===== src/rtl/divider_if.sv =====
// divider_if: CDF sample input and equalized grey-level result bundle.
interface divider_if;
  logic enable;
  logic div_en;
  logic [7:0] cdf_in;
  logic [7:0] g_out;
  logic ready_g_out;
  modport master(output enable, div_en, cdf_in, input g_out, ready_g_out);
  modport slave(input enable, div_en, cdf_in, output g_out, ready_g_out);
endinterface


===== src/rtl/divider.sv =====
// divider: histogram-equalization scaler, g = (cdf - cdf_min) * 255 / (N_TOTAL - cdf_min), restoring division.
module divider #(
  parameter int N_TOTAL = 64
) (
  input logic clk,
  input logic reset,
  divider_if.slave bus
);
  typedef enum logic [1:0] {IDLE, LOAD, DIV} state_t;
  localparam logic [8:0] NT = 9'(N_TOTAL);
  state_t state, state_nx;
  logic [7:0] cdf_min, q, g_r, diff, den;
  logic [15:0] rem, dsh, num, trial;
  logic [2:0] cnt;
  logic rdy_r, den_bad, fit;
  assign bus.g_out = g_r;
  assign bus.ready_g_out = rdy_r;
  always_comb begin
    den_bad = {1'b0, cdf_min} >= NT;
    den = 8'(NT - {1'b0, cdf_min});
    diff = bus.cdf_in > cdf_min ? bus.cdf_in - cdf_min : 8'd0;
    num = {diff, 8'd0} - {8'd0, diff};
    fit = rem >= dsh;
    trial = rem - dsh;
    state_nx = !bus.enable ? state :
               bus.div_en ? LOAD :
               state == LOAD ? (den_bad ? LOAD : DIV) :
               (state == DIV && cnt == 3'd7) ? LOAD : state;
  end
  always_ff @(posedge clk or negedge reset)
    if (!reset) state <= IDLE;
    else state <= state_nx;
  // The divisor is pre-shifted by 7 and walked right, so each DIV cycle yields one quotient bit MSB first.
  always_ff @(posedge clk or negedge reset)
    if (!reset) begin
      cdf_min <= '0;
      rem <= '0;
      dsh <= '0;
      q <= '0;
      cnt <= '0;
      g_r <= '0;
      rdy_r <= 1'b0;
    end else if (!bus.enable) begin
      rdy_r <= 1'b0;
    end else begin
      rdy_r <= 1'b0;
      if (bus.div_en) begin
        cdf_min <= bus.cdf_in;
      end else if (state == LOAD) begin
        rem <= num;
        dsh <= {1'b0, den, 7'd0};
        q <= '0;
        cnt <= '0;
        if (den_bad) begin
          g_r <= 8'd255;
          rdy_r <= 1'b1;
        end
      end else if (state == DIV) begin
        if (fit) rem <= trial;
        dsh <= dsh >> 1;
        q <= {q[6:0], fit};
        cnt <= cnt + 3'd1;
        if (cnt == 3'd7) begin
          g_r <= {q[6:0], fit};
          rdy_r <= 1'b1;
        end
      end
    end
endmodule


===== src/flat_wrapper.sv =====
// flat-port wrapper written by rule: the top's interface ports become plain ports
module divider_flat 
#(
  parameter int N_TOTAL = 64
)
  (clk, reset, bus_enable, bus_div_en, bus_cdf_in, bus_g_out, bus_ready_g_out);
  divider_if bus_i ();
  input logic clk;
  input logic reset;
  input wire logic [$bits(bus_i.enable)-1:0] bus_enable;
  input wire logic [$bits(bus_i.div_en)-1:0] bus_div_en;
  input wire logic [$bits(bus_i.cdf_in)-1:0] bus_cdf_in;
  output wire logic [$bits(bus_i.g_out)-1:0] bus_g_out;
  output wire logic [$bits(bus_i.ready_g_out)-1:0] bus_ready_g_out;
  assign bus_i.enable = bus_enable;
  assign bus_i.div_en = bus_div_en;
  assign bus_i.cdf_in = bus_cdf_in;
  assign bus_g_out = bus_i.g_out;
  assign bus_ready_g_out = bus_i.ready_g_out;
  divider #(.N_TOTAL(N_TOTAL)) u_core (.clk(clk), .reset(reset), .bus(bus_i));
endmodule

===== config.mk =====
export PLATFORM = sky130hd
export DESIGN_NAME = divider_flat
export DESIGN_NICKNAME = d
export VERILOG_FILES = /design/src/rtl/divider_if.sv /design/src/rtl/divider.sv /design/src/flat_wrapper.sv
export SDC_FILE = /design/constraint.sdc
export NUM_CORES = 1
export LEC_CHECK = 0
export CORE_UTILIZATION = 45
export CTS_CLUSTER_SIZE = 30
export DETAILED_ROUTE_END_ITERATION = 6
export PLACE_DENSITY = 0.66
export SETUP_SLACK_MARGIN = 0.15
export SYNTH_ARGS = -nofsm -noshare
export SYNTH_HDL_FRONTEND = slang
export SYNTH_SLANG_ARGS = --single-unit
export TNS_END_PERCENT = 5

===== constraint.sdc =====
create_clock -name clk -period 7.1 [get_ports clk]
set_input_delay 2.13 -clock clk [delete_from_list [all_inputs] [get_ports clk]]
set_output_delay 2.13 -clock clk [all_outputs]
set_load 0.01 [all_outputs]

==> results.ini, run 1 <==
[critical_path]
arrival_ns=5.09
worstPathCellList=clkdlybuf4s50_1 -> inv_1 -> ha_1 -> inv_1 -> fa_1 -> nand3_1 -> a21oi_1 -> a211oi_1 -> and2b_4 -> nand2_1 -> ha_1 -> a21oi_1 -> a21oi_1 -> a21oi_1 -> mux2_2
crit_slowest_cell=clkdlybuf4s50_1
worst_setup_path_start_kind=input pin
crit_top_cell=a21oi_1
critPathLaunch=bus_cdf_in[0]
setup.worst_path.end_class=flip-flop
r2r-start=u_core.dsh[0]
crit_fanout=14
rr_worst_depth=10
path_class=input pin to flip-flop
worstPathRequired_ns=7.32
critPathMaxStageDelay_ns=0.40

[clocking]
numClockSinks=60
cts_setup_buffers=0
cts-resized-gates=0
cts_tree=built
clock_path_buffers=2
cts_htree_levels=3
clk_pin_slew_ns=0.07
cts_root_buffer=clkbuf_8
cts_buffers=9
clock_insertion_delay_worst_skew_ns=0.35
ctsHoldBuffers=0

[logic_synthesis]
synth_edf_count=0
synthArstFlopShare=1.00
yosys_register_bits=60
ys_seq_area_frac=0.351
syn_area_per_cell_um2=9.03
ys_top_cells_by_area=dfrtp_1 (35%), ha_1 (8.8%), nand2_1 (5.4%)
synth_area_um2=4270
synth_top_cell_by_area=dfrtp_1
synth_cell_types=68
synth_top_area_share=0.351
ys_warn_count=0
synthFlopType=dfrtp_1
synthCells=473
synth_fp_nets=517

[hold_path]
min_from=u_core.dsh[3]
min_path_cells=2
holdCritPathClass=flip-flop to flip-flop

[run_status]
status=completed

[sta]
period_needed_ns=4.86
tightest_slew_ns=0.771
min_period_over_period=0.685
drv_slew=0
setup_viol=0
maxSlewHeadroom=0.486
fmax_mhz=206
setup_tns_ns=0
fin_skew_ns=0.0152
rsz0062_at_grt=no
hold_viol=0

[layout]
drive_gt1_frac=0.104
design_area_um2=4680
area_growth_pct=9.64
diodes=0
finalNetCount=529
fill_cells=864

[pwr]
power.density_nw_per_um2=407
irDropWorstVdd_uv=160
power.leakage_nw=1.96
total_power_mw=1.91

[route]
ant_nets=0
drt_iter0_drc=215
vias=3393
drcViolationCount=0
drtPass1Iterations=5
drt_wl_total_um=9430
avgViaCountPerCell=5.65
post_drt_wl_per_cell_um=15.7

[grt]
gr-total-overflow=0
grt_first_pass_wirelength_um=16000
antenna_found_initial=0
grt_pass1_vias=3241
track_usage=0.206
grt_start_max_net_pins=61

[job]
timing.max_cap.violations=0

[die]
start_util=0.464
core_area_um2=9200
dieHeight_um=99.4
die-area_um2=9890
die_w_um=99.4
num_rows=35
ios=21

[place]
placed_cell_area_um2=4480
place_congestion=0.869
io_buffer_count=20
dp_hpwl_um=6880

cell usage in the layout (no fill, tap or decap), types with 6 or more instances in the layout:
master	Yosys	final
nand2_1	61	61
dfrtp_1	60	60
inv_1	34	34
o21ai_0	30	30
ha_1	30	30
nor2_1	28	28
a21oi_1	26	26
clkdlybuf4s50_1	0	19
xnor2_1	13	13
nor3_1	11	11
mux2_2	10	10
clkbuf_8	6	10
nand3_1	9	9
mux2i_1	9	9
nand4_1	8	8
o21a_1	8	8
xor2_1	8	8
o31ai_1	7	7
o22a_1	7	7
nor2b_1	7	7
o21ai_1	7	7
a31oi_1	6	6
per-stage QoR:
| step | hold slack [ns] | util | setup slack [ns] | std cells |
|---|---|---|---|---|
| 2_1_floorplan | 0.449 | - | 2.38 | 473 |
| 3_3_place_gp | 0.465 | 0.487 | 1.97 | 585 |
| 3_5_place_dp | 0.471 | 0.487 | 1.87 | 585 |
| 4_1_cts | 0.489 | 0.509 | 2.24 | 601 |
| 5_1_grt | 0.514 | 0.509 | 1.89 | 601 |
| 6_report | 0.482 | 0.509 | 2.24 | 601 |
registers in the layout, indices dropped and copies added (netlist names):
register / cells
u_core.rem: 16
u_core.dsh: 15
u_core.bus.g_out: 8
u_core.cdf_min: 8
u_core.q: 7
u_core.cnt: 3
u_core.state: 2
u_core.bus.ready_g_out: 1
power by group:
part | switching (mW) | internal (mW)
logic | 0.640 | 0.450
registers | 0.0670 | 0.433
clock network | 0.146 | 0.172
logic make-up after synthesis:
logic type / after synthesis / synth area share
xor gates and xnor gates: 23 / 0.0507
DFF: 60 / 0.351
and+or+nand+nor: 155 / 0.188
muxes: 19 / 0.0475
buffers and inverters: 57 / 0.0662
AOI/OAI and AO/OA: 127 / 0.199
adders and majority gates: 32 / 0.0972
layer usage:
layer,track usage,routed length [µm]
met5,0,0
met4,0.0724,152
met3,0.0429,434
met2,0.305,4210
met1,0.297,4630
cell usage after synthesis, drive strengths merged, types with 8 or more instances:
master,n
nand2,61
dfrtp,60
o21ai,37
inv,34
ha,30
a21oi,28
nor2,28
clkbuf,17
nor3,14
xnor2,13
mux2,10
xor2,10
mux2i,9
nand3,9
o21a,9
o31ai,9
nand4,8
area by class of cell:
type	count	area (µm²)	share of cell area
Multi-Input combinational cell	356	2490	0.531
Sequential cell	60	1500	0.321
Timing Repair Buffer	24	225	0.0481
Clock buffer	11	141	0.0302
Tap cell	111	139	0.0297
Inverter	34	128	0.0273
Clock inverter	5	61.3	0.0131
worst max-delay path: cells and delay by family:
kind	cells	cell delay (ns)
fa+ha+maj	3	0.94
mux	1	0.28
buf+inv	3	0.54
simple gates	3	0.52
compound gates	5	0.69
path summary, 6_finish.rpt:
kind / to / slack (ns)
max in group asynchronous: u_core.rem[11] / 4.65
hold reg to reg: u_core.dsh[3] / 0.48
setup reg to reg: u_core.rem[4] / 3.87
hold / removal: u_core.dsh[3] / 0.48
setup / recovery: u_core.rem[4] / 2.24
min in group asynchronous: u_core.rem[9] / 1.93
Note: power is estimated with default switching activity, not from simulation.
==> inputs of run 2 (changes only) <==
==> constraint.sdc (replaced) <==
create_clock -name clk -period 4.8 [get_ports clk]
set_input_delay 1.44 -clock clk [delete_from_list [all_inputs] [get_ports clk]]
set_output_delay 1.44 -clock clk [all_outputs]
set_load 0.01 [all_outputs]
==> results.ini, run 2 (same netlist as run 1, synthesis figures left out) <==
[run_status]
status=completed  ; unchanged

[layout]
area_growth_pct=9.52  ; was 9.64%
finalNetCount=530  ; was 529
largest_reg_flops=16  ; unchanged
diodes=0  ; unchanged
top_regs=u_core.rem x16, u_core.dsh x15  ; unchanged
layout_commonest_cell=nand2_1  ; unchanged
top_register=u_core.rem  ; unchanged
final_cell_mix=nand2_1 (61), dfrtp_1 (60), inv_1 (34)  ; unchanged
design_area_um2=4680  ; about the same
fill_cells=878  ; was 864
drive_gt1_frac=0.106  ; was 0.104

[sta]
min_period_over_period=0.872
maxSlewHeadroom=0.429  ; was 0.486
setup_tns_ns=0  ; unchanged
layout_setup_ws_ns=0.614  ; was 2.24 ns
rsz0062_at_grt=no  ; unchanged
drv_slew=0  ; unchanged
fmax_mhz=239
fin_skew_ns=0.0175  ; was 0.0152 ns
period_needed_ns=4.19
hold_viol=0  ; unchanged
setup_viol=0  ; unchanged
hold_slack_ns=0.487  ; was 0.482 ns
tightest_slew_ns=0.857  ; was 0.771 ns

[die]
dieHeight_um=99.4  ; unchanged
die-area_um2=9890  ; unchanged
core_area_um2=9200  ; unchanged
die_w_um=99.4  ; unchanged
ios=21  ; unchanged
start_util=0.464  ; unchanged
num_rows=35  ; unchanged

[clocking]
clk_pin_slew_ns=0.08  ; was 0.07 ns
clock_path_buffers=2  ; unchanged
cts_htree_levels=3  ; unchanged
cts_setup_buffers=0  ; unchanged
cts_buffers=9  ; unchanged
numClockSinks=60  ; unchanged
clock_insertion_delay_worst_skew_ns=0.35  ; about the same
cts_tree=built  ; unchanged
ctsHoldBuffers=0  ; unchanged
cts_root_buffer=clkbuf_8  ; unchanged
cts-resized-gates=0  ; unchanged

[critical_path]
r2r_setup_slack_ns=1.70  ; was 3.87 ns
arrival_ns=4.41  ; was 5.09 ns
path_class=input pin to flip-flop  ; unchanged
setup.worst_path.end_class=flip-flop  ; unchanged
critPathLaunch=bus_cdf_in[0]  ; unchanged
rr_worst_depth=13  ; was 10
r2r-end=u_core.rem[12]  ; was u_core.rem[4]
worstPathRequired_ns=5.02  ; was 7.32 ns
worst_setup_path_start_kind=input pin  ; unchanged
r2r-start=u_core.cdf_min[0]  ; was u_core.dsh[0]
crit_fanout=14  ; unchanged

[pwr]
irDropWorstVdd_uv=196  ; was 160 µV
power.density_nw_per_um2=600  ; was 407 nW/µm²
total_power_mw=2.81  ; was 1.91 mW
power.leakage_nw=1.96  ; about the same

[job]
timing.max_cap.violations=0  ; unchanged

[route]
drcViolationCount=0  ; unchanged
drt_iter0_drc=189  ; was 215
post_drt_wl_per_cell_um=15.9  ; was 15.7 µm
drt_wl_total_um=9580  ; was 9430 µm
drtPass1Iterations=5  ; unchanged
ant_nets=0  ; unchanged
avgViaCountPerCell=5.68  ; was 5.65
vias=3413  ; was 3393

[hold_path]
holdCritPathClass=flip-flop to flip-flop  ; unchanged
min_from=u_core.dsh[6]  ; was u_core.dsh[3]
hold_end=u_core.dsh[6]  ; was u_core.dsh[3]
min_path_cells=2  ; unchanged

[grt]
track_usage=0.211  ; was 0.206
grt_start_max_net_pins=45  ; was 61
grt_first_pass_wirelength_um=16400  ; was 16000 µm
grt_pass1_vias=3313  ; was 3241
antenna_found_initial=0  ; unchanged
gr-total-overflow=0  ; unchanged

[place]
dp_hpwl_um=7180  ; was 6880 µm
io_buffer_count=20  ; unchanged
placed_cell_area_um2=4490  ; was 4480 µm²
place_ws_ns=0.263  ; was 1.87 ns
place_congestion=0.888  ; was 0.869

run 2: cell count changes in the layout (fill, tap and decap cells not counted), sizes merged:
cell    before  now
clkinv       1    2
clkbuf      11    9
buf          5    6
run 2: worst max-delay path, cell delays in order:
cell,delay (ns)
clkdlybuf4s50_1,0.39
inv_1,0.07
ha_1,0.16
inv_1,0.06
fa_1,0.40
nand3_1,0.13
a21oi_1,0.07
a211oi_1,0.32
and2b_4,0.29
nand2_1,0.11
ha_1,0.40
nor2b_1,0.08
o21ai_0,0.09
a41oi_1,0.12
mux2_2,0.29
run 2: final cells by class:
cell class	instances	area [µm²]	share of cell area
Sequential cell	60	1500	0.321
Clock buffer	9	124	0.0265
Timing Repair Buffer	25	233	0.0497
Tap cell	111	139	0.0297
Inverter	34	128	0.0273
Clock inverter	6	66.3	0.0142
Multi-Input combinational cell	356	2490	0.532
run 2: power breakdown:
part,internal [mW],switching [mW],leakage [nW],total [mW]
logic,0.666,0.946,1.15,1.61
registers,0.641,0.102,0.729,0.743
clock network,0.236,0.214,0.0873,0.451
total,1.54,1.26,1.96,2.81
run 2: worst max path at each step:
stage | slack (ns) | depth (start not counted) | endpoint
after global routing | 0.34 | 15 | u_core.rem[8]
final | 0.61 | 15 | u_core.rem[12]
after CTS | 0.61 | 15 | u_core.rem[12]
after global placement | 0.36 | 15 | u_core.rem[12]
after floorplan | 0.77 | 16 | u_core.rem[10]
after detailed placement | 0.26 | 15 | u_core.rem[12]
run 2: through the flow:
stage,utilization,cells
2_1_floorplan,-,473
3_3_place_gp,0.488,586
3_5_place_dp,0.488,586
4_1_cts,0.509,601
5_1_grt,0.509,601
6_report,0.509,601
run 2: per-layer routing:
metal,share of wire,GRT usage
met4,0.024,0.0848
met2,0.45,0.336
met5,0,0
met3,0.037,0.0351
met1,0.49,0.286
==> inputs of run 3 (changes only) <==
==> constraint.sdc (replaced) <==
create_clock -name clk -period 4.05 [get_ports clk]
set_input_delay 1.215 -clock clk [delete_from_list [all_inputs] [get_ports clk]]
set_output_delay 1.215 -clock clk [all_outputs]
set_load 0.01 [all_outputs]
==> results.ini, run 3 (same netlist as run 1, synthesis figures left out) <==
[run_status]
status=completed  ; unchanged

[layout]
layout.cells.non_filler=614  ; was 601
drive_gt1_frac=0.135  ; was 0.106
post-route-util=0.520  ; was 0.509
layout_commonest_cell=nand2_1  ; unchanged
diodes=0  ; unchanged
fill_cells=871  ; was 878
design_area_um2=4780  ; was 4680 µm²
final_cell_mix=nand2_1 (61), dfrtp_1 (60), inv_1 (34)  ; unchanged
finalNetCount=542  ; was 530
top_register=u_core.rem  ; unchanged
top_regs=u_core.rem x16, u_core.dsh x15  ; unchanged
largest_reg_flops=16  ; unchanged
seq_area_um2=1500  ; unchanged
area_growth_pct=12.0  ; was 9.52%
multiInputGateArea_um2=2500  ; was 2490 µm²

[sta]
rsz0062_at_grt=yes  ; was no
layout_setup_ws_ns=0.342  ; was 0.614 ns
min_period_over_period=0.916
maxSlewHeadroom=0.477  ; was 0.429
fin_skew_ns=0.00939  ; was 0.0175 ns
fmax_mhz=270
setup_tns_ns=0  ; unchanged
hold_viol=0  ; unchanged
period_needed_ns=3.71
setup_viol=0  ; unchanged
drv_slew=0  ; unchanged
hold_slack_ns=0.483  ; was 0.487 ns
tightest_slew_ns=0.785  ; was 0.857 ns

[hold_path]
min_path_cells=2  ; unchanged
holdCritPathClass=flip-flop to flip-flop  ; unchanged

[place]
dp.cells=598  ; was 586
placed_cell_area_um2=4590  ; was 4490 µm²
place_congestion=0.922  ; was 0.888
dp_hpwl_um=7220  ; was 7180 µm
place_ws_ns=-0.114  ; was 0.263 ns
io_buffer_count=20  ; unchanged

[critical_path]
worstPathRequired_ns=4.32  ; was 5.02 ns
setup.worst_path.end_class=flip-flop  ; unchanged
worst_setup_path_start_kind=input pin  ; unchanged
path_class=input pin to flip-flop  ; unchanged
arrival_ns=3.98  ; was 4.41 ns
crit_fanout=6  ; was 14
rr_worst_depth=10  ; was 13

[grt]
grt_use_met3=0.0401  ; was 0.0351
grt_first_pass_wirelength_um=16400  ; about the same
use_met2=0.337  ; was 0.336
track_usage=0.211  ; about the same
met1_usage=0.287  ; was 0.286
gr-total-overflow=0  ; unchanged
grt_pass1_vias=3412  ; was 3313
grt_start_max_net_pins=61  ; was 45
antenna_found_initial=0  ; unchanged
grt_busiest_layer=met2  ; unchanged

[clocking]
cts_buffers=9  ; unchanged
clock_path_buffers=2  ; unchanged
cts_setup_buffers=0  ; unchanged
cts_root_buffer=clkbuf_8  ; unchanged
numClockSinks=60  ; unchanged
clock_insertion_delay_worst_skew_ns=0.35  ; about the same
cts_htree_levels=3  ; unchanged
clk_pin_slew_ns=0.08  ; about the same
cts_tree=built  ; unchanged

[die]
core_area_um2=9200  ; unchanged
ios=21  ; unchanged
dieHeight_um=99.4  ; unchanged
start_util=0.464  ; unchanged
num_rows=35  ; unchanged
die_w_um=99.4  ; unchanged
die-area_um2=9890  ; unchanged

[pwr]
power.density_nw_per_um2=706  ; was 600 nW/µm²
irDropWorstVdd_uv=230  ; was 196 µV
power.leakage_nw=2.03  ; was 1.96 nW
total_power_mw=3.38  ; was 2.81 mW

[route]
avgViaCountPerCell=5.68  ; about the same
ant_nets=0  ; unchanged
drtPass1Iterations=4  ; was 5
vias=3488  ; was 3413
post_drt_wl_per_cell_um=15.7  ; was 15.9 µm
drt_wl_total_um=9630  ; was 9580 µm
drcViolationCount=0  ; unchanged
drt_iter0_drc=182  ; was 189

[job]
timing.max_cap.violations=0  ; unchanged

## run 3: cell count changes in the layout (fill, tap and decap cells not counted)
| cell | change |
|---|---|
| buf_12 | +1 |
| a211oi_1 | -1 |
| bufinv_16 | -1 |
| clkbuf_8 | +1 |
| a211oi_2 | +1 |
| ha_1 | -2 |
| inv_6 | +3 |
| ha_2 | +2 |
| clkinv_4 | -1 |
| clkinvlp_4 | -1 |
| buf_4 | +11 |
## run 3: path summary, 6_finish.rpt
kind / from / to / slack [ns]
worst max-delay path: bus_cdf_in[0] / u_core.rem[13] / 0.34
worst min-delay path: u_core.dsh[7] / u_core.dsh[7] / 0.48
worst max register to register: u_core.dsh[0] / u_core.rem[12] / 1.10
worst min register to register: u_core.dsh[7] / u_core.dsh[7] / 0.48
max in group asynchronous: reset / u_core.dsh[12] / 2.50
min in group asynchronous: reset / u_core.rem[0] / 1.03
## run 3: where the power goes
part / switching, mW / internal [mW]
logic: 1.14 / 0.838
registers: 0.125 / 0.759
clock network: 0.276 / 0.244
## run 3: layout make-up
class | count | share of cell area
multi-input cells | 356 | 0.522
flip-flops and latches | 60 | 0.314
repair buffers | 37 | 0.0701
well taps | 111 | 0.0290
clock buffers | 10 | 0.0288
inverters | 34 | 0.0267
clock inverters | 6 | 0.00968
## run 3: critical path: stages
cell and delay, ns:
clkdlybuf4s50_1 0.40, inv_1 0.07, ha_1 0.16, inv_1 0.07, fa_1 0.39, buf_4 0.15
xor2_1 0.14, or3b_1 0.38, or2_4 0.30, or3_1 0.34, o21ai_1 0.14, a31oi_1 0.09
a21oi_1 0.15
## run 3: what timing repair did
item	4_1_cts	5_1_grt
resized for setup	0	3
hold buffers	0	0
setup endpoints to repair	0	7
## run 3: metal layers
metal,up-vias,part of all wire
met1,1662,0.49
met3,24,0.034
li1,1732,-
met2,70,0.45
met5,-,0
met4,0,0.025
